### config.mk
export PLATFORM = sky130hd
export DESIGN_NAME = imem_responder
export DESIGN_NICKNAME = d
export VERILOG_FILES = /design/src/rtl/imem_responder_pkg.sv /design/src/rtl/imem_responder_req_fifo.sv /design/src/rtl/imem_responder.sv
export SDC_FILE = /design/constraint.sdc
export NUM_CORES = 1
export LEC_CHECK = 0
export ABC_AREA = 1
export CORE_ASPECT_RATIO = 1.4
export CORE_MARGIN = 2
export CORE_UTILIZATION = 36
export DETAILED_ROUTE_END_ITERATION = 6
export PLACE_DENSITY = 0.55
export RECOVER_POWER = 25
export SKIP_CTS_REPAIR_TIMING = 1
export SLEW_MARGIN = 30
export SYNTH_ARGS = -nofsm -noshare
export SYNTH_HDL_FRONTEND = slang
export SYNTH_SLANG_ARGS = --single-unit
export TNS_END_PERCENT = 1
### constraint.sdc
create_clock -name clk -period 2.55 [get_ports clk]
set_input_delay 0.3825 -clock clk [delete_from_list [all_inputs] [get_ports clk]]
set_output_delay 0.3825 -clock clk [all_outputs]
set_load 0.03 [all_outputs]
### src/rtl/imem_responder_pkg.sv
// Shared widths, FSM state type and response data pattern for the instruction memory responder.
package imem_responder_pkg;

  localparam int ADDR_W     = 24;
  localparam int DATA_W     = 32;
  localparam int WORD_LSB   = 2;
  localparam int CNT_W      = 8;
  localparam int RESP_CNT_W = 20;

  typedef enum logic [1:0] {
    IDLE,
    CHECK,
    MISS,
    RESP
  } state_t;

  // Only the word address matters, so the byte-offset bits never reach this function.
  function automatic logic [DATA_W-1:0] pattern(input logic [ADDR_W-1:WORD_LSB] a);
    return {~a[18:14], a[5:2], ~a[9:7], a[13:10], a[8:6], ~a[13:10], a[23:19], ~a[5:2]};
  endfunction

endpackage

### src/rtl/imem_responder_req_fifo.sv
// Request address FIFO for imem_responder; push/pop are ignored when full/empty respectively.
module imem_req_fifo #(
  parameter int DEPTH = 4,
  parameter int WIDTH = 22
) (
  input  logic             clk,
  input  logic             rst,
  input  logic             push,
  input  logic             pop,
  input  logic [WIDTH-1:0] din,
  output logic             full,
  output logic             empty,
  output logic [WIDTH-1:0] head
);

  localparam int PW = $clog2(DEPTH);

  logic [WIDTH-1:0] mem [DEPTH];
  logic [PW-1:0]    wr_ptr;
  logic [PW-1:0]    rd_ptr;
  logic [PW:0]      count;
  logic             do_push;
  logic             do_pop;

  assign full    = (count == (PW+1)'(DEPTH));
  assign empty   = (count == '0);
  assign do_push = push & ~full;
  assign do_pop  = pop & ~empty;
  assign head    = mem[rd_ptr];

  always_ff @(posedge clk) begin
    if (rst) begin
      wr_ptr <= '0;
      rd_ptr <= '0;
      count  <= '0;
    end else begin
      if (do_push) wr_ptr <= wr_ptr + PW'(1);
      if (do_pop)  rd_ptr <= rd_ptr + PW'(1);
      case ({do_push, do_pop})
        2'b10:   count <= count + (PW+1)'(1);
        2'b01:   count <= count - (PW+1)'(1);
        default: count <= count;
      endcase
    end
  end

  // Storage needs no reset: only entries between the pointers are ever read.
  always_ff @(posedge clk) begin
    if (do_push) mem[wr_ptr] <= din;
  end

endmodule

### src/rtl/imem_responder.sv
// Instruction memory responder: queues fetch addresses, models a one-line tag with miss latency.
// Optional macro ICACHE_ERR_INJECT_EN corrupts bit 0 of response number ERR_INDEX.
module imem_responder
  import imem_responder_pkg::*;
#(
  parameter int                    MISS_LAT   = 8,
  parameter int                    LINE_BITS  = 5,
  parameter int                    FIFO_DEPTH = 4,
  parameter logic [RESP_CNT_W-1:0] ERR_INDEX  = 20'd100
) (
  input  logic              clk,
  input  logic              rst,
  input  logic              valid_in,
  input  logic [ADDR_W-1:0] addr_in,
  output logic              ready_out,
  output logic              valid_out,
  output logic [DATA_W-1:0] data_out,
  input  logic              ready_in
);

  localparam int TAG_W = ADDR_W - LINE_BITS;

  state_t                      state;
  state_t                      next_state;
  logic [ADDR_W-1:WORD_LSB]    addr_reg;
  logic [ADDR_W-1:WORD_LSB]    fifo_head;
  logic [TAG_W-1:0]            tag;
  logic                        tag_valid;
  logic [CNT_W-1:0]            miss_cnt;
  logic                        fifo_full;
  logic                        fifo_empty;
  logic                        push;
  logic                        pop;
  logic                        hit;
  logic                        err_flip;
  logic                        addr_lsb_unused;

  assign addr_lsb_unused = ^addr_in[1:0];
  assign ready_out = ~fifo_full;
  assign push      = valid_in & ~fifo_full;
  assign pop       = ((state == IDLE) || (state == RESP && ready_in)) && !fifo_empty;
  assign hit       = tag_valid && (tag == addr_reg[ADDR_W-1:LINE_BITS]);

  imem_req_fifo #(
    .DEPTH (FIFO_DEPTH),
    .WIDTH (ADDR_W - WORD_LSB)
  ) u_fifo (
    .clk   (clk),
    .rst   (rst),
    .push  (push),
    .pop   (pop),
    .din   (addr_in[ADDR_W-1:WORD_LSB]),
    .full  (fifo_full),
    .empty (fifo_empty),
    .head  (fifo_head)
  );

  always_ff @(posedge clk) begin
    if (rst) state <= IDLE;
    else     state <= next_state;
  end

  always_comb begin
    next_state = state;
    case (state)
      IDLE:    if (!fifo_empty) next_state = CHECK;
      CHECK:   next_state = hit ? RESP : MISS;
      MISS:    if (miss_cnt == CNT_W'(1)) next_state = RESP;
      RESP:    if (ready_in) next_state = fifo_empty ? IDLE : CHECK;
      default: next_state = IDLE;
    endcase
  end

  // The tag is only filled when the miss wait completes, so a reset mid-miss leaves it invalid.
  always_ff @(posedge clk) begin
    if (rst) begin
      addr_reg  <= '0;
      tag       <= '0;
      tag_valid <= 1'b0;
      miss_cnt  <= '0;
    end else begin
      if (pop) addr_reg <= fifo_head;
      if (state == CHECK && !hit) miss_cnt <= CNT_W'(MISS_LAT);
      if (state == MISS) begin
        miss_cnt <= miss_cnt - CNT_W'(1);
        if (miss_cnt == CNT_W'(1)) begin
          tag       <= addr_reg[ADDR_W-1:LINE_BITS];
          tag_valid <= 1'b1;
        end
      end
    end
  end

`ifdef ICACHE_ERR_INJECT_EN
  logic [RESP_CNT_W-1:0] resp_cnt;

  always_ff @(posedge clk) begin
    if (rst)                         resp_cnt <= '0;
    else if (valid_out && ready_in)  resp_cnt <= resp_cnt + RESP_CNT_W'(1);
  end

  assign err_flip = (resp_cnt == ERR_INDEX);
`else
  localparam logic [RESP_CNT_W-1:0] ERR_INDEX_UNUSED = ERR_INDEX;
  assign err_flip = 1'b0;
`endif

  always_comb begin
    valid_out = 1'b0;
    data_out  = '0;
    if (state == RESP) begin
      valid_out = 1'b1;
      data_out  = pattern(addr_reg) ^ {{(DATA_W-1){1'b0}}, err_flip};
    end
  end

endmodule

==> run_results.csv <==
group,metric,value,unit
floorplan,coreArea,16820,um^2
min_path,hold_start,"tag[8]$_SDFFE_PP0P_",
clock_network,cts_buffer_depth,2,
power_and_ir_drop,p_sw,3110,uW
setup_path,r2r-start,"state[0]$_SDFFE_PP0P_",
sta,fmax,403.6,MHz
clock_network,cts-root-buf,"clkbuf_16",
power_and_ir_drop,p_int,5119,uW
min_path,hold-path-cell-count,2,
layout,drive_above_1_share,8.232,%
sta,setup_violations,0,
floorplan,die_area,18350,um^2
route,drt-total-wl,14.45,mm
floorplan,die_y,159.5,um
route,antenna_left,0,
setup_path,path_max_fanout,18,
placement,dpl_cell_area,7049,um^2
clock_network,h-tree-depth,4,
power_and_ir_drop,p_comb_share,30.0,%
route,vias,4627,
layout,num_antenna_cells,0,
route,drcViolationCount,0,
power_and_ir_drop,swShare,37.79,%
yosys,synth_area_per_cell,9.345,um^2
sta,slew_headroom,51.90,%
yosys,synthCells,665,
setup_path,r2r_setup_slack,0.35,ns
global_route,grt_pass1_vias,4656,
sta,period_minus_slack,2.478,ns
power_and_ir_drop,leakagePower,0.003370,uW
setup_path,endpoint_kind,"output pin",
route,via_per_inst,4.901,
layout,final_area,7687,um^2
sta,tns,0,ns
global_route,grt-ovfl-total,0,
clock_network,cts.reportedPaths.clkPinSlew,0.06,ns
placement,gp_congestion,0.8044,
global_route,grtUsageTotal,16.36,%
route,drtPass1Iterations,5,
sta,finalCritPeriodShare,97.17,%
setup_path,crit_required,2.17,ns
clock_network,clk_latency,0.42,ns
route,wl_per_cell,15.31,um
sta,hold_violations,0,
power_and_ir_drop,p_seq_share,40.6,%
yosys,yosysUniqueCellTypes,29,
yosys,ys_seq_area_share,61.53,%
layout,nNetsFinal,769,
clock_network,cts_buffers,17,
yosys,ys_warn_count,0,
sta,worst_pin_slew,0.7205,ns
sta,slew_viol_final,0,
min_path,whs_endpoint,"tag[8]$_SDFFE_PP0P_",
global_route,grt_max_degree,46,
global_route,antenna_found_initial,0,
floorplan,fp.dieW,115.0,um
layout,area_growth,23.70,%
clock_network,cts_tree,"yes",
placement,place_ws,0.1614,ns
yosys,synth_fp_nets,706,
placement,dpl.hpwl,9.216,mm
floorplan,start_util,36.96,%
setup_path,regToRegEndpoint,"u_fifo.count[2]$_SDFFE_PP0P_",
layout,largest_reg_flops,88,
floorplan,num_rows,56,
sta,skew,0.01079,ns
yosys,netlist_area,6215,um^2
global_route,grt_pass1_wl,23.25,mm
flow_run,maxCapViolations,0,
setup_path,r2r_cells,12,
setup_path,crit_type,"reg2out",
setup_path,critPathArrivalTime,2.10,ns
route,drt_iter0_drc,206,
sta,worst_slack,0.07226,ns
power_and_ir_drop,clkPwrFrac,29.4,%
power_and_ir_drop,ir_drop,0.4308,mV
setup_path,cp-start-kind,"register",
placement,io_buffers,59,
power_and_ir_drop,power_density,1070,nW/um^2
outcome,status,"complete, no violations",
min_path,hold_path_class,"reg2reg",
layout,finish.utilization,45.71,%
clock_network,clock-sinks,147,
floorplan,io_pins,62,
yosys,ys_seq_elements,147,
-- through the flow --
step / cells / total power [uW] / hold WS [ns]
3_5_place_dp: 912 / 5892 / 0.4587
6_report: 944 / 8229 / 0.4683
3_3_place_gp: 912 / 5821 / 0.4517
4_1_cts: 944 / 8319 / 0.4692
5_1_grt: 944 / 8780 / 0.4957
2_1_floorplan: 665 / 5093 / 0.4407
-- routing by layer --
metal	vias up	GRT usage, %	share of wire [%]
met5	-	0	0
met4	0	7.612	2.5
met3	27	3.198	4.3
met2	120	28.37	52
met1	2152	19.18	42
li1	2328	-	-
-- kinds of logic after synthesis --
kind of cell	share of synthesized area, %
XOR/XNOR	0.5637
buffers and inverters	7.067
adder cells (fa/ha/maj)	2.738
AND/OR/NAND/NOR	14.60
flip-flops	61.53
AO/OA/AOI/OAI	13.51
-- Yosys cell counts (all sizes together) --
cell type,instances,share of area (%)
buf,16,1.5
nand2,77,4.7
o21bai,1,0.18
nor2,145,8.8
fa,1,0.32
o211ai,2,0.24
a21oi,30,2.4
nand4,4,0.40
inv,78,4.8
edfxtp,88,43
clkbuf,13,0.79
clkinv,1,0.060
xnor2,4,0.56
dfxtp,59,19
nor3,2,0.16
a31oi,23,2.3
ha,12,2.4
o21ai,103,8.4
nand3,5,0.40
or2,1,0.10
-- worst max-delay path by stage --
stage | to | cells past startpoint | slack [ns] | start
2_1_floorplan | u_fifo.count[2]$_SDFFE_PP0P_ | 14 | 0.06 | state[0]$_SDFFE_PP0P_
3_5_place_dp | u_fifo.count[2]$_SDFFE_PP0P_ | 12 | 0.16 | ready_in
5_1_grt | data_out[10] | 5 | -0.004 | state[0]$_SDFFE_PP0P_
4_1_cts | data_out[30] | 5 | -0.02 | state[0]$_SDFFE_PP0P_
6_report | data_out[24] | 5 | 0.07 | state[0]$_SDFFE_PP0P_
3_3_place_gp | u_fifo.count[2]$_SDFFE_PP0P_ | 12 | 0.17 | ready_in
-- layout by cell type (no fill, tap or decap), types with 2 or more instances in the layout --
master / n
nand2_2: 2
nand2_1: 75
inv_1: 73
clkinv_8: 2
o211ai_1: 2
xnor2_1: 4
nand3_1: 5
nand4_1: 4
clkbuf_16: 17
nor3_1: 2
o21ai_0: 88
clkinv_1: 2
ha_1: 11
dfxtp_1: 59
o21ai_1: 14
nor2_1: 140
edfxtp_1: 88
nor2_2: 5
a31oi_1: 23
inv_6: 3
clkdlybuf4s50_1: 18
dlygate4sd3_1: 19
a21oi_1: 30
inv_8: 7
dlymetal6s2s_1: 22
buf_4: 13
inv_2: 4
-- power groups by stage --
stage	Clock [uW]	Sequential [uW]	Combinational (uW)
final	2420	3340	2470
after global routing	2570	3400	2810
after CTS	2470	3350	2500
after floorplan	0	3250	1850
after detailed placement	0	3400	2490
after global placement	0	3380	2440
-- final cells by class --
cell class	count	area (um^2)
inverters	79	299.0
well taps	203	254.0
clock buffers	17	425.4
multi-input cells	410	1964
flip-flops and latches	147	3824
clock inverters	15	157.7
fillers	1592	9129
repair buffers	73	763.2
-- critical path, cell delays in order (launching register included) --
cell and delay, ns:
dfxtp_1 0.39, ha_2 0.21, buf_4 0.28, nand2_1 0.08, inv_1 0.05, clkdlybuf4s50_1 0.66
(Power assumes the default switching activity.)
==> patch 1, RTL diff (config.mk and constraints unchanged) <==
Set the package constant `WORD_LSB` to 1 (it was 2).
--- a/src/rtl/imem_responder_pkg.sv
+++ b/src/rtl/imem_responder_pkg.sv
@@ -3,7 +3,7 @@
 
   localparam int ADDR_W     = 24;
   localparam int DATA_W     = 32;
-  localparam int WORD_LSB   = 2;
+  localparam int WORD_LSB   = 1;
   localparam int CNT_W      = 8;
   localparam int RESP_CNT_W = 20;
 
Function: no difference found for any inputs over 10 cycles, from zero or initial values and one cycle with rst high; that may be too few to reach the edited logic, so the function may still have changed.
==> patch 1 against the unedited design <==
- final area decreased by 0.15%
- register-to-register slack gained 0.19 ns
- routed wire length grew 1.1%
- cell count rose by 0.74%
- sequential cell count unchanged
- synthesized area grew 0.18%
- hold slack worse by 0.0012 ns
- count of clock-buffer cells in the layout unchanged
- first-iteration DRC count grew 26%
- total power shrank 3.3%
- sequential share of layout area up 0.073 points
- worst setup slack gained 0.036 ns
- critical path depth unchanged
- critical path type unchanged
==> patch 1: results (changes against the unedited design) <==
| Metric | Value |
|---|---|
| Outcome | completed |
| Post-synthesis adder-cell area fraction | 2.73% (-0.0050 points) |
| DRT iter0 DRCs | 259 (+26%) |
| Setup clock skew after layout | 0.00827 ns (-0.00252 ns) |
| Compound-Gate Fraction of Synth Area | 13.7% (+0.22 points) |
| Slew headroom | 53.5% (+1.6 points) |
| Final Wtd Congestion | 0.740 (-8.0%) |
| Sequential fraction of the synthesis area | 61.4% (-0.11 points) |
| Met3 Use GR | 3.05% (-0.15 points) |
| Crit-path max FO | 6 (-12) |
| Max VDD drop | 0.426 mV (-1.1%) |
| Gr usage total | 16.8% (+0.42 points) |
| Wire length on met1 | 6170 µm (+2.3%) |
| Clk_lat worst skew | 0.42 ns (about the same) |
| Worst R2R Setup Slack | 0.54 ns (+0.19 ns) |
| Internal cell power | 5.00 mW (-2.3%) |
| Final Non-Filler Cells | 951 (+0.74%) |
| Avg WL per Cell | 15.4 µm (+0.38%) |
| Post-Synth XOR/XNOR Area | 0.563% (-0.0010 points) |
| Antenna diodes | 0 (unchanged) |
| Top cells by count, synth | nor2_1, o21ai_0, edfxtp_1 |
| Placed insts | 919 (+0.77%) |
| Share of layout cells above drive strength 1 | 11.6% (+3.4 points) |
| First-pass GRT wire length | 23800 µm (+2.4%) |
| Nets | 776 (+0.91%) |
| Syn Inst Count | 667 (+0.30%) |
| Post-synth net total | 708 (+0.28%) |
| WP data arrival | 2.06 ns (-0.04 ns) |
| Pre-Repair DR Iteration Count | 4 (-1) |
| Post-DP HPWL | 9450 µm (+2.5%) |
| WL met2 | 7550 µm (+1.4%) |
| Synth top area cells | edfxtp_1, dfxtp_1, nor2_1, o21ai_0, nand2_1 |
| Vias per inst | 4.88 (-0.48%) |
| Hold slack final | 0.467 ns (-0.00123 ns) |
| Grt met2 use | 29.6% (+1.3 points) |
| FF-to-FF path depth | 13 (+1) |
| Vias in the first global route | 4754 (+2.1%) |
| M1 GR Usage | 19.9% (+0.69 points) |
| Async SR Flop Fraction | 0% (unchanged) |
| Crit Path Class | reg -> out |
| Leak Pwr | 3.19 nW (-5.4%) |
| Multiplexer share of the synthesized area | 0% (unchanged) |
| WL met3 | 580 µm (-5.8%) |
## patch 1: cell types whose count changed after synthesis, moves of 3 or more
cell / unedited run / this run
o21ai_0: 88 / 99
o21ai_1: 14 / 4
buf_2: 10 / 13
inv_1: 73 / 70
## patch 1: power by group through the flow
stage	Clock, mW	Sequential (mW)	Combinational (mW)
after floorplan	0	3.13	1.71
after global placement	0	3.23	2.31
after detailed placement	0	3.25	2.37
after CTS	2.49	3.20	2.38
after global routing	2.58	3.24	2.67
final	2.44	3.19	2.33
## patch 1: stage by stage
stage | area [µm²] | setup WS, ns | util [%]
after CTS | 7650 | -0.0390 | 45.5
after detailed placement | 7060 | 0.333 | 42.0
after floorplan | 6230 | 0.139 | -
final | 7680 | 0.108 | 45.6
after global placement | 7060 | 0.343 | 42.0
after global routing | 7680 | 0.0108 | 45.6
## patch 1: layout make-up
type	count	area, µm²
multi-input combinational	412	1990
clock inverter	15	164
timing repair buffer	79	723
inverter	78	293
fill	1624	9140
sequential	147	3820
tap	203	254
clock buffer	17	425
## patch 1: worst max-delay path: stages, from the launching register on
cell             delay [ns]
dfxtp_1                0.39
ha_2                   0.27
buf_4                  0.17
nand2_1                0.09
inv_1                  0.07
clkdlybuf4s50_1        0.66
## patch 1: worst max-delay path by stage
stage | slack [ns] | endpoint
final | 0.11 | data_out[8]
after global routing | 0.01 | data_out[8]
after CTS | -0.04 | data_out[26]
after detailed placement | 0.33 | u_fifo.count[2]$_SDFFE_PP0P_
after global placement | 0.34 | u_fifo.count[2]$_SDFFE_PP0P_
after floorplan | 0.14 | u_fifo.count[2]$_SDFFE_PP0P_
## patch 1: cell families after synthesis
family                     Yosys count
and+or+nand+nor                    234
DFF                                147
buffers and inverters              108
adders and majority gates           13
xor gates and xnor gates             4
AOI/OAI and AO/OA                  161
==> patch 2, RTL diff (config.mk and constraints unchanged) <==
Made on the original files. Encoding of `state_t`: now one-hot (4 bits for 4 states).
--- a/src/rtl/imem_responder_pkg.sv
+++ b/src/rtl/imem_responder_pkg.sv
@@ -7,11 +7,11 @@
   localparam int CNT_W      = 8;
   localparam int RESP_CNT_W = 20;
 
-  typedef enum logic [1:0] {
-    IDLE,
-    CHECK,
-    MISS,
-    RESP
+  typedef enum logic [3:0] {
+    IDLE  = 4'b0001,
+    CHECK = 4'b0010,
+    MISS  = 4'b0100,
+    RESP  = 4'b1000
   } state_t;
 
   // Only the word address matters, so the byte-offset bits never reach this function.
Function: no difference found for any inputs over 10 cycles, from zero or initial values and one cycle with rst high; not proved beyond that.
==> patch 2 against the unedited design <==
- sequential share of layout area is 1.1 points higher
- via count down 3.2%
- sequential cell count up 2
- register-to-register slack better by 0.07 ns
- worst setup slack gained 0.041 ns
- count of clock-buffer cells in the layout stayed put
- highest routed layer unchanged
- routed wire length shrank 6.0%
- utilization down 0.54 points
- final area fell by 1.2%
- synthesized area hardly changed
- total power decreased by 3.2%
==> patch 2: results (changes against the unedited design) <==
| Metric | Value |
|---|---|
| Outcome | completed |
| Setup clock skew after layout | 0.0106 ns (-0.000155 ns) |
| FF-to-FF path depth | 14 (+2) |
| Synth top area cells | edfxtp_1, dfxtp_1, nor2_1, o21ai_0, a21oi_1 |
| M1 GR Usage | 18.0% (-1.1 points) |
| Met3 Use GR | 3.43% (+0.23 points) |
| Sequential fraction of the synthesis area | 62.2% (+0.66 points) |
| Top cells by count, synth | nor2_1, edfxtp_1, o21ai_0 |
| Post-DP HPWL | 8940 µm (-3.0%) |
| Hold EP | tag[2]$_SDFFE_PP0P_ |
| Leak Pwr | 2.83 nW (-16%) |
| Crit path from | state[0]$_SDFFE_PP1P_ |
| DRT iter0 DRCs | 255 (+24%) |
| Cell variety after synth | 33 (+14%) |
| Hold slack final | 0.465 ns (-0.00291 ns) |
| Pin count of the biggest net entering global routing | 47 (+2.2%) |
| Worst slack at placement | 0.208 ns (+0.0471 ns) |
| Max VDD drop | 0.590 mV (+37%) |
| Vias in the first global route | 4349 (-6.6%) |
| Post-synthesis adder-cell area fraction | 1.73% (-1.0 points) |
| WP data arrival | 2.05 ns (-0.05 ns) |
| Nets | 733 (-4.7%) |
| Worst path max stage delay | 0.68 ns (+0.02 ns) |
| Final Non-Filler Cells | 913 (-3.3%) |
| Placed Area | 0.00701 mm² (-0.50%) |
| Synth Area per Inst | 9.77 µm² (+4.5%) |
| Hold Startpoint | tag[2]$_SDFFE_PP0P_ |
| CP Capture Point | data_out[14] |
| Gr usage total | 15.6% (-0.76 points) |
[patch 2: cell count changes after synthesis, sizes merged, moves of 3 or more]
cell    delta
clkbuf     +3
a21oi     +26
nor2      -27
a31oi     -21
nand3      +6
nand4      -3
ha         -5
o22ai     +20
nand2     -14
buf        -3
inv       -16
[patch 2: routing by layer]
layer	up-vias	part of all wire, %
met5	-	0
met4	0	1.6
met3	20	3.4
met2	77	53
met1	2095	42
li1	2289	-
[patch 2: area by class of cell]
| class | count | area (µm²) |
|---|---|---|
| fill | 1597 | 9220 |
| sequential | 149 | 3860 |
| multi-input combinational | 395 | 1960 |
| timing repair buffer | 71 | 698 |
| clock buffer | 17 | 425 |
| tap | 203 | 254 |
| inverter | 63 | 244 |
| clock inverter | 15 | 153 |
[patch 2: report_power, final]
group,internal (mW),switching [mW],leakage (nW),total (mW)
combinational,0.747,1.60,1.25,2.35
sequential,2.97,0.238,1.30,3.21
clock,1.44,0.972,0.276,2.41
total,5.16,2.81,2.83,7.97
